$ cat config.mk
export PLATFORM = sky130hd
export DESIGN_NAME = inst_fetch
export DESIGN_NICKNAME = d
export VERILOG_FILES = /design/src/rtl/inst_fetch_pkg.sv /design/src/rtl/inst_fetch_pc.sv /design/src/rtl/inst_fetch.sv
export SDC_FILE = /design/constraint.sdc
export NUM_CORES = 1
export LEC_CHECK = 0
export ABC_AREA = 1
export BUFFER_PORTS_ARGS = -buffer_cell sky130_fd_sc_hd__buf_2
export CAP_MARGIN = 20
export CORE_MARGIN = 2
export CORE_UTILIZATION = 53
export CTS_CLUSTER_DIAMETER = 150
export CTS_CLUSTER_SIZE = 24
export DETAILED_ROUTE_END_ITERATION = 8
export GPL_TIMING_DRIVEN = 0
export PLACE_DENSITY = 0.81
export SYNTH_ARGS = -nofsm -noshare
export SYNTH_HDL_FRONTEND = slang
export SYNTH_SLANG_ARGS = --single-unit
$ cat constraint.sdc
create_clock -name clk -period 4.3 [get_ports clk]
set_input_delay 0.215 -clock clk [delete_from_list [all_inputs] [get_ports clk]]
set_output_delay 0.215 -clock clk [all_outputs]
set_load 0.05 [all_outputs]
$ cat src/rtl/inst_fetch_pkg.sv
// rtl/inst_fetch_pkg.sv - shared types and constants for the instruction fetch unit
// HALT state only exists when INST_FETCH_HALT_EN is defined.
package inst_fetch_pkg;
  localparam int BYTE_W = 8;
  localparam int INST_BYTES = 4;
  localparam logic [BYTE_W-1:0] HALT_OPCODE = 8'hFF;

  typedef enum logic [2:0] {
    F0,
    F1,
    F2,
    F3,
    F4,
    PRESENT
`ifdef INST_FETCH_HALT_EN
    ,
    HALT
`endif
  } fetch_state_t;
endpackage

$ cat src/rtl/inst_fetch_pc.sv
// rtl/inst_fetch_pc.sv - program counter register and byte-address offset adder
module inst_fetch_pc
  import inst_fetch_pkg::*;
#(
  parameter logic [BYTE_W-1:0] RESET_PC = 8'h00
) (
  input  logic              clk,
  input  logic              rst,
  input  logic              load,
  input  logic              advance,
  input  logic [BYTE_W-1:0] target,
  input  logic [1:0]        offset,
  output logic [BYTE_W-1:0] pc,
  output logic [BYTE_W-1:0] addr
);

  // A redirect wins over an accept that lands on the same edge.
  always_ff @(posedge clk) begin
    if (rst) begin
      pc <= RESET_PC;
    end else if (load) begin
      pc <= target;
    end else if (advance) begin
      pc <= pc + BYTE_W'(INST_BYTES);
    end
  end

  assign addr = pc + {{(BYTE_W-2){1'b0}}, offset};

endmodule

$ cat src/rtl/inst_fetch.sv
// rtl/inst_fetch.sv - byte-serial instruction fetch into op/a/b/c with stall and redirect
// Optional halt-opcode support is enabled by defining INST_FETCH_HALT_EN.
module inst_fetch
  import inst_fetch_pkg::*;
#(
  parameter logic [BYTE_W-1:0] RESET_PC = 8'h00
) (
  input  logic              clk,
  input  logic              rst,
  input  logic              stall,
  input  logic              redirect,
  input  logic [BYTE_W-1:0] target,
  output logic              mem_en,
  output logic [BYTE_W-1:0] mem_addr,
  input  logic [BYTE_W-1:0] mem_data,
  output logic [BYTE_W-1:0] op,
  output logic [BYTE_W-1:0] a,
  output logic [BYTE_W-1:0] b,
  output logic [BYTE_W-1:0] c,
  output logic              valid,
  output logic [BYTE_W-1:0] pc,
  output logic              halted
);

  fetch_state_t state;
  logic         accept;
  logic [1:0]   offset;

  assign accept = (state == PRESENT) && !stall;

  always_comb begin
    offset = 2'd0;
    case (state)
      F1:      offset = 2'd1;
      F2:      offset = 2'd2;
      F3:      offset = 2'd3;
      default: offset = 2'd0;
    endcase
  end

  // Gated by rst so the strobe reads as idle while reset is held.
  assign mem_en = !rst && (state inside {F0, F1, F2, F3});

  inst_fetch_pc #(.RESET_PC(RESET_PC)) u_pc (
    .clk     (clk),
    .rst     (rst),
    .load    (redirect),
    .advance (accept),
    .target  (target),
    .offset  (offset),
    .pc      (pc),
    .addr    (mem_addr)
  );

`ifdef INST_FETCH_HALT_EN
  logic halted_q;
  assign halted = halted_q;
`else
  assign halted = 1'b0;
`endif

  always_ff @(posedge clk) begin
    if (rst) begin
      state <= F0;
      op    <= '0;
      a     <= '0;
      b     <= '0;
      c     <= '0;
      valid <= 1'b0;
`ifdef INST_FETCH_HALT_EN
      halted_q <= 1'b0;
`endif
    end else if (redirect) begin
      // Read data arriving in F0 is never captured, so an abandoned byte dies here.
      state <= F0;
      valid <= 1'b0;
`ifdef INST_FETCH_HALT_EN
      halted_q <= 1'b0;
`endif
    end else begin
      case (state)
        F0: state <= F1;
        F1: begin
          op    <= mem_data;
          state <= F2;
        end
        F2: begin
          a     <= mem_data;
          state <= F3;
        end
        F3: begin
          b     <= mem_data;
          state <= F4;
        end
        F4: begin
          c     <= mem_data;
          valid <= 1'b1;
          state <= PRESENT;
        end
        PRESENT: begin
          if (!stall) begin
            valid <= 1'b0;
`ifdef INST_FETCH_HALT_EN
            if (op == HALT_OPCODE) begin
              state    <= HALT;
              halted_q <= 1'b1;
            end else begin
              state <= F0;
            end
`else
            state <= F0;
`endif
          end
        end
`ifdef INST_FETCH_HALT_EN
        HALT: state <= HALT;
`endif
        default: state <= F0;
      endcase
    end
  end

endmodule

* Yosys cells after proc, flatten, opt, wreduce, memory -nomap -nowiden *
Index checks and enable logic that the tools add are counted.

storage, ports and cells
  register bits = 44
  input port bits = 20
  output and inout port bits = 51
  logic and storage cells = 37

operators by class
  $add $sub $neg = 2
  equal/unequal tests = 6
  muxes and demuxes = 7
  bitwise operators = 1
  reductions and logical operators = 14

operators with widths
  cell                   number
  $pmux W3 S6            1
  $mux W8                2
  $reduce_and A2 Y1      5
  $add A8 B2 Y8          1
  $add A8 B3 Y8 const B  1
  $eq A3 B2 Y1 const B   2
  $eq A3 B3 Y1 const B   2
  $pmux W2 S3            1
  $reduce_bool A2 Y1     2
  $reduce_bool A4 Y1     1
  $eq A3 B1 Y1 const B   1
  $logic_not A3 Y1       1
  $mux W3                1
  $logic_and A1 B1 Y1    2
  $logic_not A1 Y1       2
  $ne A2 B2 Y1 const B   1
  $pmux W1 S2            1
  $reduce_or A2 Y1       1
  $mux W1                1
  $not A1 Y1             1

* Longest topological paths before layout *
  word-level depth = 4
  mapped depth = 8
  gate-level depth less buffers = 8

* Modules after synthesis *
From an unflattened synthesis, not the netlist that was laid out.

unflattened totals
  cell total of the unflattened synthesis = 285
  area, all modules = 2079.5 um^2

modules (own cells, without submodules)
  module         instances  cells each  area an instance (um^2)  seq. area each (um^2)
  inst_fetch     1          209         1519.0                   720.7
  inst_fetch_pc  1          76          560.5                    160.2

* Least setup slack after synthesis *
No wires, ideal clock.

  kind = reg-to-output
  start point = register u_pc.pc[0]
  end point = output mem_addr[6]
  arrival = 2.248 ns
  required time = 4.085 ns
  slack = 1.837 ns
  cell stages (with the launch flop) = 6
  buffers on the path = 0
  path through = dfxtp_1 -> ha_1 -> inv_1 -> fa_1 -> nor2_1 -> xor2_1

on the way
  cells in the longest elaborated chain, start to end = 1

RTL lines
  what                    RTL line             text
  start, declared         inst_fetch_pc.sv:13  output logic [BYTE_W-1:0] pc,
  start signal, assigned  inst_fetch_pc.sv:22  pc <= target;
  start signal, assigned  inst_fetch_pc.sv:24  pc <= pc + BYTE_W'(INST_BYTES);
  $add A8 B2 Y8           inst_fetch_pc.sv:28  assign addr = pc + {{(BYTE_W-2){1'b0}}, offset};
  end, declared           inst_fetch.sv:14     output logic [BYTE_W-1:0] mem_addr,

No other way between the ends.

* Final worst setup path *
  start point = register state[0]
  end point = output mem_addr[6]

on the way
  cells in the longest elaborated chain, start to end = 3
  elaborated cells between the ends (all ways) = 5
  classes of those cells = 1 x add/sub; 3 x eq/ne; 1 x mux

RTL lines
  what                                                 RTL line             text
  start, declared                                      inst_fetch.sv:25     fetch_state_t state;
  start signal, assigned                               inst_fetch.sv:64     state <= F0;
  start signal, assigned                               inst_fetch.sv:75     state <= F0;
  start signal, assigned                               inst_fetch.sv:82     F0: state <= F1;
  $eq A3 B2 Y1 / $eq A3 B1 Y1 (equally long branches)  inst_fetch.sv:33     case (state)
  $pmux W2 S3 *                                        inst_fetch.sv:33
  $add A8 B2 Y8 *                                      inst_fetch_pc.sv:28

Mark *: on every way between the ends. The rest lies on a longest branch, timed or not.

==> impl_metrics.json <==
{
  "critPathCaptureType": "output port",
  "stdcell_count": 388,
  "skew_ns": 0.00710,
  "synth_top_area_share_pct": 43.9,
  "cts_root_buf": "clkbuf_8",
  "cts_tree": "built",
  "cts_setup_buffers": 0,
  "max-vdd-ir-drop_uv": 242,
  "status": "completed",
  "synth_cell_types": 32,
  "synthTopCellsByCount": "nor2_1, dfxtp_1, o21ai_0, nand2_1, inv_1",
  "via_per_inst": 4.98,
  "synth_area_leaders": "dfxtp_1, nor2_1, o21ai_0, nand2_1, inv_1",
  "cts-resized-gates": 0,
  "syn_area_mm2": 0.00200,
  "h-tree-depth": 2,
  "ant_nets": 0,
  "slew_violations": 0,
  "port_buffers": 69,
  "cts.sinks": 44,
  "antennaDiodeCount": 0,
  "dpl.cell_count": 380,
  "wl_per_cell_um": 12.3,
  "start_kind": "flop",
  "async_flop_share_pct": 0,
  "area_growth_syn_to_layout_pct": 26.3,
  "ys_seq_area_share_pct": 43.9,
  "fin_crit_ns": 2.31,
  "power_leakage_uw": 0.00128,
  "ios": 71,
  "hpwl_um": 3510,
  "first_global_vias": 1733,
  "place_ws_ns": 2.30,
  "grt_max_degree": 15,
  "std_cell_rows": 22,
  "synth_edf_count": 0,
  "grt_use_met3_pct": 5.99,
  "power_density_mw_per_mm2": 364,
  "hold_path.class": "in2reg",
  "nets": 363,
  "coreArea_mm2": 0.00366,
  "cp_data_arrival_time_ns": 2.10,
  "worstSetupPathType": "reg2out",
  "syn_nets": 287,
  "synth.most_common_cell": "nor2_1",
  "min_path_cells": 3,
  "vias": 1933,
  "track_usage_pct": 23.6,
  "place_congestion": 0.817,
  "max_clock_freq_mhz": 433,
  "critPathMaxFanout": 6,
  "drive_gt1_share_pct": 32.6,
  "numCtsBuffers": 5,
  "grt_util_met2_pct": 38.6,
  "yosysTopAreaCell": "dfxtp_1",
  "grt.busiest_layer": "met2",
  "clk_latency_ns": 0.30,
  "avgSynthCellArea_um2": 7.62,
  "drv_cap": 0,
  "fin_crit_sh_pct": 53.7,
  "die_x_um": 65.5,
  "yosysWarnings": 0,
  "max-clock-path-buffers": 2,
  "antenna_found_initial": 0,
  "fin_ws_ns": 1.99,
  "postSynthCellCount": 263,
  "drtPass1Iterations": 4,
  "finalSetupViolCount": 0,
  "die_y_um": 65.5,
  "drc_errors": 0,
  "clk_pin_slew_worst_paths_ns": 0.08,
  "grt_overflow_total": 0,
  "worstPathRequired_ns": 4.09,
  "rsz0062_at_grt": "false",
  "initialDrtViolationCount": 110,
  "ys_ff_latch": 44,
  "ys.flop_type": "dfxtp_1",
  "hold_viol": 0,
  "initial_core_util_pct": 54.8,
  "r2r_cells": 8,
  "dieArea_mm2": 0.00429,
  "grt_use_met1_pct": 30.1,
  "finalWirelength_um": 4760,
  "grt_pass1_wl_um": 7790,
  "fin_util_pct": 69.1,
  "hold_buffers": 0,
  "fin_setup_tns_ns": 0
}
[sequential cells by signal (all words and copies together), names as in the netlist]
| register | cells |
|---|---|
| a | 8 |
| b | 8 |
| c | 8 |
| op | 8 |
| state | 3 |
| u_pc.pc | 8 |
| valid | 1 |
[cell usage in the layout (no fill, tap or decap), types with 2 or more instances in the layout]
cell type and n:
a21oi_2 2, buf_6 2, dfxtp_1 44, nor2_4 5, nor2_1 65, o21ai_1 4, nand3_1 10, nand3_2 3
xor2_1 5, inv_2 6, o21ai_0 32, inv_1 21, buf_4 2, clkbuf_8 6, nand2_2 3, buf_2 73
nand2_1 24, clkbuf_1 2, ha_1 3, a21oi_1 12, o21ai_2 2
[area by class of cell]
type                       count  area (um2)
fill                         301        1130
inverter                      27         101
clock buffer                   6        82.6
tap                           48        60.1
clock inverter                 2        38.8
buffer                        11        70.1
multi-input combinational    181         952
sequential                    44         881
timing repair buffer          69         345
[kinds of logic (layout without fill, tap and decap cells)]
kind of cell               after synthesis  in the layout  share of synthesized area [%]
buffers and inverters                   38            115                           8.55
AOI/OAI and AO/OA                       54             54                           14.4
and+or+nand+nor                        115            115                           26.8
other                                    1              1                          0.187
muxes                                    1              1                          0.562
DFF                                     44             44                           43.9
xor gates and xnor gates                 6              6                           2.62
adders and majority gates                4              4                           2.87
[worst paths after layout]
path / from / endpoint / slack, ns
setup / recovery: state[0]$_SDFFE_PP0P_ / mem_addr[6] / 1.99
hold / removal: target[0] / u_pc.pc[0]$_SDFFE_PP0P_ / 0.15
setup reg to reg: u_pc.pc[2]$_SDFFE_PP0N_ / u_pc.pc[6]$_SDFFE_PP0N_ / 2.98
hold reg to reg: c[0]$_SDFFE_PP0P_ / c[0]$_SDFFE_PP0P_ / 0.45
[critical path, cell delays in order (launching register included)]
cell and delay, ns:
dfxtp_1 0.36, inv_2 0.11, nor2_4 0.11, ha_1 0.17
inv_1 0.05, fa_1 0.42, nor2_1 0.15, xor2_1 0.16
buf_2 0.28
[power by group]
group,switching (uW),internal [uW]
combinational,114,38.7
clock,148,190
sequential,10.3,419
total,273,648
[routing by layer]
layer	up-vias	share of wire (%)	routed length [um]
met5	-	0	0
met4	0	1.2	58
met3	6	6.9	326
met2	72	47	2220
met1	866	45	2150
li1	989	-	-
[stage by stage]
step,hold WS [ns],total power (uW),cell area [um2]
6_report,0.147,920,2530
5_1_grt,0.169,955,2530
4_1_cts,0.151,920,2530
3_5_place_dp,0.433,591,2410
3_3_place_gp,0.432,590,2410
2_1_floorplan,0.284,550,2000
(Power assumes the default switching activity.)
